## src/rtl/spi_pkg.sv

```systemverilog
// Shared constants for the SPI slave byte layer: word width, SPI mode and
// the idle pin levels the synchronisers reset to.
package spi_pkg;

  localparam int DATA_WIDTH_DEFAULT = 8;
  localparam int SPI_MODE           = 0;

  // Idle SCLK level follows CPOL, which is bit 1 of the SPI mode number.
  localparam logic SCLK_IDLE = (SPI_MODE >= 2);
  localparam logic CSN_IDLE  = 1'b1;
  localparam logic MOSI_IDLE = 1'b0;

endpackage : spi_pkg

```

## src/rtl/spi_sync.sv

```systemverilog
// N-stage flip-flop synchroniser for one asynchronous pin, resetting to the
// pin's idle level so no spurious edge is seen when reset releases.
module spi_sync #(
  parameter int   Stages   = 2,
  parameter logic ResetVal = 1'b0
) (
  input  logic clk,
  input  logic rst_n,
  input  logic d,
  output logic q
);

  logic [Stages-1:0] pipe;

  always_ff @(posedge clk or negedge rst_n) begin
    if (!rst_n) begin
      pipe <= {Stages{ResetVal}};
    end else begin
      // NOTE: non-blocking so each stage takes the previous stage's old value;
      // blocking here would collapse the chain into a single flop.
      pipe <= {pipe[Stages-2:0], d};
    end
  end

  assign q = pipe[Stages-1];

endmodule : spi_sync

```

## src/rtl/spi_byte_shifter.sv

```systemverilog
// SPI mode-0 slave byte layer: synchronises the pins, deserialises MOSI into
// bytes and serialises the holding register onto MISO, MSB first.
module spi_byte_shifter
  import spi_pkg::*;
#(
  parameter int DataWidth  = DATA_WIDTH_DEFAULT,
  parameter int SyncStages = 2
) (
  input  logic                 clk,
  input  logic                 rst_n,
  input  logic                 sclk,
  input  logic                 csN,
  input  logic                 mosi,
  output logic                 miso,
  output logic                 misoEn,
  output logic                 chipSelect,
  output logic                 byteRead,
  output logic [DataWidth-1:0] rxByte,
  input  logic [DataWidth-1:0] txByte,
  input  logic                 loadTx
);

  localparam int                  CntWidth = (DataWidth > 1) ? $clog2(DataWidth) : 1;
  localparam logic [CntWidth-1:0] LastBit  = CntWidth'(DataWidth - 1);

  logic                 sclkSync, csSync, mosiSync;
  logic                 sclkPrev, csPrev;
  logic                 rise, fall;
  logic [CntWidth-1:0]  bitCnt;
  logic [DataWidth-2:0] rxShift;
  logic [DataWidth-1:0] rxNext;
  logic [DataWidth-2:0] txShift;
  logic [DataWidth-1:0] holding;
  logic                 boundary;
  logic                 byteReadQ;

  spi_sync #(.Stages(SyncStages), .ResetVal(SCLK_IDLE)) uSclkSync (
    .clk(clk), .rst_n(rst_n), .d(sclk), .q(sclkSync)
  );

  spi_sync #(.Stages(SyncStages), .ResetVal(CSN_IDLE)) uCsSync (
    .clk(clk), .rst_n(rst_n), .d(csN), .q(csSync)
  );

  spi_sync #(.Stages(SyncStages), .ResetVal(MOSI_IDLE)) uMosiSync (
    .clk(clk), .rst_n(rst_n), .d(mosi), .q(mosiSync)
  );

  assign chipSelect = csSync;
  assign rxNext     = {rxShift, mosiSync};

  // Gated so a deselect clears the flag in the same cycle chipSelect rises.
  assign byteRead = byteReadQ & ~csSync;

  // Registered edge pulses keep pin-to-pulse latency at SyncStages+1 cycles.
  always_ff @(posedge clk or negedge rst_n) begin
    if (!rst_n) begin
      sclkPrev <= SCLK_IDLE;
      csPrev   <= CSN_IDLE;
      rise     <= 1'b0;
      fall     <= 1'b0;
    end else begin
      sclkPrev <= sclkSync;
      csPrev   <= csSync;
      rise     <= sclkSync & ~sclkPrev;
      fall     <= ~sclkSync & sclkPrev;
    end
  end

  always_ff @(posedge clk or negedge rst_n) begin
    if (!rst_n) begin
      // NOTE: the shift registers are reset along with the control state so
      // every output is defined the moment rst_n asserts.
      bitCnt    <= '0;
      rxShift   <= '0;
      rxByte    <= '0;
      txShift   <= '0;
      holding   <= '0;
      boundary  <= 1'b0;
      byteReadQ <= 1'b0;
      miso      <= 1'b0;
      misoEn    <= 1'b0;
    end else begin
      if (loadTx) begin
        holding <= txByte;
      end

      if (csSync) begin
        bitCnt    <= '0;
        byteReadQ <= 1'b0;
        boundary  <= 1'b0;
        misoEn    <= 1'b0;
        miso      <= 1'b0;
      end else if (csPrev) begin
        // Select edge: first transmit bit must be on the pin before the first rise.
        txShift <= holding[DataWidth-2:0];
        miso    <= holding[DataWidth-1];
        misoEn  <= 1'b1;
      end else begin
        if (rise) begin
          rxShift <= rxNext[DataWidth-2:0];
          if (bitCnt == LastBit) begin
            bitCnt    <= '0;
            rxByte    <= rxNext;
            byteReadQ <= 1'b1;
            boundary  <= 1'b1;
          end else begin
            bitCnt <= bitCnt + CntWidth'(1);
            if (bitCnt == '0) begin
              byteReadQ <= 1'b0;
            end
          end
        end

        if (fall) begin
          if (boundary) begin
            txShift  <= holding[DataWidth-2:0];
            miso     <= holding[DataWidth-1];
            boundary <= 1'b0;
          end else begin
            txShift <= txShift << 1;
            miso    <= txShift[DataWidth-2];
          end
        end
      end
    end
  end

endmodule : spi_byte_shifter

```

## config.mk

```make
export PLATFORM = sky130hd
export DESIGN_NAME = spi_byte_shifter
export DESIGN_NICKNAME = d
export VERILOG_FILES = /design/src/rtl/spi_pkg.sv /design/src/rtl/spi_sync.sv /design/src/rtl/spi_byte_shifter.sv
export SDC_FILE = /design/constraint.sdc
export NUM_CORES = 1
export LEC_CHECK = 0
export ABC_AREA = 0
export CAP_MARGIN = 20
export CORE_ASPECT_RATIO = 1.25
export CORE_MARGIN = 4
export CORE_UTILIZATION = 45
export DETAILED_ROUTE_END_ITERATION = 16
export GPL_ROUTABILITY_DRIVEN = 0
export PLACE_DENSITY = 0.69
export SLEW_MARGIN = 20
export SYNTH_ARGS = -nofsm -noshare
export SYNTH_HDL_FRONTEND = slang
export SYNTH_HIERARCHICAL = 1
export SYNTH_SLANG_ARGS = --single-unit
export TNS_END_PERCENT = 50
```

## constraint.sdc

```tcl
create_clock -name clk -period 2.85 [get_ports clk]
set_input_delay 0.4275 -clock clk [delete_from_list [all_inputs] [get_ports clk]]
set_output_delay 0.4275 -clock clk [all_outputs]
set_load 0.01 [all_outputs]
```

==> flow_summary.json <==
{
  "status": "finished clean",
  "setup_viol": 0,
  "die_area_mm2": 0.00528,
  "worstPathCellList": "and2b_2 -> clkdlybuf4s50_1",
  "slew_headroom_pct": 48.2,
  "synth_edf_count": 0,
  "ys.flop_type": "dfrtp_1",
  "netlist_instances": 133,
  "clock_path_buffers": 2,
  "syn2layout_area_growth_pct": 19.8,
  "insertion_delay_ps": 290,
  "path_max_fanout": 12,
  "detail-route-antenna-nets": 0,
  "timing.final.crit_share_pct": 73.3,
  "synth_warnings": 6,
  "layout.nets": 177,
  "cts_tree": "yes",
  "cts_setup_buffers": 0,
  "dpl.hpwl_um": 2010,
  "final_util_pct": 55.4,
  "globalRouteTotalUtil_pct": 12.5,
  "p_leak_nw": 1.01,
  "firstDrtPassIters": 4,
  "ys_ff_latch": 47,
  "critPathKind": "flip-flop to output pin",
  "worst_slack_ps": 761,
  "drive_above_1_share_pct": 23.6,
  "vias": 1062,
  "critical-path-top-delay-family": "flip-flops",
  "grt_max_degree": 48,
  "clock_skew_ps": 6.16,
  "rows": 26,
  "synth.yosys.seq_area_share_pct": 62.7,
  "clock.fmax_mhz": 479,
  "fin_crit_ps": 2090,
  "wl_per_cell_um": 13.2,
  "seq_area_mm2": 0.00118,
  "die_y_um": 80.3,
  "synth_cell_types": 27,
  "drtIter0Drc": 14,
  "portBuffers": 25,
  "fillers": 344,
  "floorplan.initialDensity_pct": 46.2,
  "cts-htree-levels": 2,
  "grt_remaining_overflow": 0,
  "slew_violations": 0,
  "final_hold_viol_count": 0,
  "cp_num_buf_inv": 1,
  "finalSetupTns_ps": 0,
  "antennaDiodeCount": 0,
  "worstSetupEndpointType": "output pin",
  "postCtsHoldBufs": 0,
  "grt_pass1_wl_um": 4930,
  "hp-class": "primary input to asynchronous set/reset pin",
  "core_area_mm2": 0.00407,
  "start_kind": "flip-flop",
  "ys_async_sr_fraction_pct": 100,
  "post-route-drc-count": 0,
  "worstMarginPinSlew_ps": 776,
  "multi_input_area_um2": 644,
  "wirelength_um": 2870,
  "critPathSlowestCell": "dfstp_2",
  "drv_cap": 0,
  "ctsResizeCount": 0,
  "antenna_found_initial": 0,
  "synthesis.area_mm2": 0.00188,
  "worst_ep_required_time_ps": 2420,
  "holdWs_ps": 135,
  "p_per_area_mw_per_mm2": 584,
  "clkTransAtPathRegs_ps": 80,
  "grt_pass1_vias": 1098,
  "critPathMaxStageDelay_ps": 670,
  "cts_buffers": 5,
  "cts_sinks": 47,
  "worstPathArrival_ps": 1660,
  "viasPerCell": 4.89,
  "ir_drop_v": 0.000320,
  "dpl_worst_slack_ps": 1070,
  "avgSynthCellArea_um2": 14.1,
  "synth_fp_nets": 150,
  "grt_setup_unrepaired": "no",
  "clockRootBuffer": "clkbuf_8",
  "io_pins": 26,
  "fp.dieW_um": 65.8
}
area by class of cell:
class                   instances  area share, %
flip-flops and latches         47           52.4
multi-input cells              78           28.6
repair buffers                 25           11.0
clock buffers                   8           4.44
well taps                      56           3.11
inverters                       3          0.500
through the flow:
stage | instances | power [mW] | area (um^2)
floorplan | 133 | 0.854 | 1880
global placement | 209 | 0.902 | 2150
detailed placement | 209 | 0.912 | 2150
CTS | 217 | 1.34 | 2250
global route | 217 | 1.38 | 2250
finish | 217 | 1.31 | 2250
cells in the mapped netlist (2+ instances only):
cell	n	area, um^2
nand2b_1	2	12.5
buf_2	2	10.0
inv_1	3	11.3
ha_1	3	37.5
mux2_4	8	120
o21ai_0	9	45.0
dfstp_2	3	78.8
mux2i_1	7	70.1
dfrtp_1	44	1100
nor2b_1	3	18.8
mux2_2	15	169
nor2_1	5	18.8
nor3_1	2	10.0
nand2_1	11	41.3
a21oi_1	4	20.0
kinds of logic after synthesis:
family | after synthesis | share of synthesized area, %
mux | 30 | 19.1
fa+ha+maj | 3 | 2.00
simple gates | 28 | 8.05
buf+inv | 8 | 2.99
compound gates | 17 | 5.12
flops | 47 | 62.7
cell usage in the layout, fill, tap and decap left out, drive strengths merged:
cell,count
a211oi,1
a21oi,4
a311oi,1
and2,1
and2b,1
buf,1
clkbuf,8
clkdlybuf4s50,24
dfrtp,44
dfstp,3
ha,3
inv,3
mux2,23
mux2i,7
nand2,11
nand2b,2
nand3b,1
nor2,6
nor2b,3
nor3,2
nor3b,1
o21a,1
o21ai,9
o21bai,1
metal layers:
metal	track usage (%)	vias up	wire [um]	part of all wire, %
met2	20.8	24	1450	50
li1	-	508	-	-
met5	0	-	0	0
met3	4.62	4	125	4.4
met4	6.85	0	57	2.0
met1	13.6	526	1240	43
state kept, by name, summed over array words and instances, names as in the netlist, 2 cells and up:
signal          flops
rxShift             7
rxByte              8
uCsSync/pipe        2
txShift             7
uMosiSync/pipe      2
holding             8
uSclkSync/pipe      2
bitCnt              3
final timing paths:
kind	start	endpoint	slack (ps)	cells after the start
worst max-delay path	uCsSync/pipe[1]	byteRead	760	2
worst min-delay path	rst_n	rxByte[2]	130	1
worst max register to register	csPrev	rxByte[0]	1270	3
worst min register to register	uSclkSync/pipe[0]	uSclkSync/pipe[1]	360	0
max in group asynchronous	rst_n	uCsSync/pipe[1]	2330	1
min in group clk	uSclkSync/pipe[0]	uSclkSync/pipe[1]	360	0
where the power goes:
part           leakage, nW  internal (mW)  switching (mW)
registers            0.597          0.733          0.0438
logic                0.361         0.0706          0.0487
clock network       0.0515          0.221           0.198
total                 1.01           1.02           0.290
Note: power is estimated with default switching activity, not from simulation.
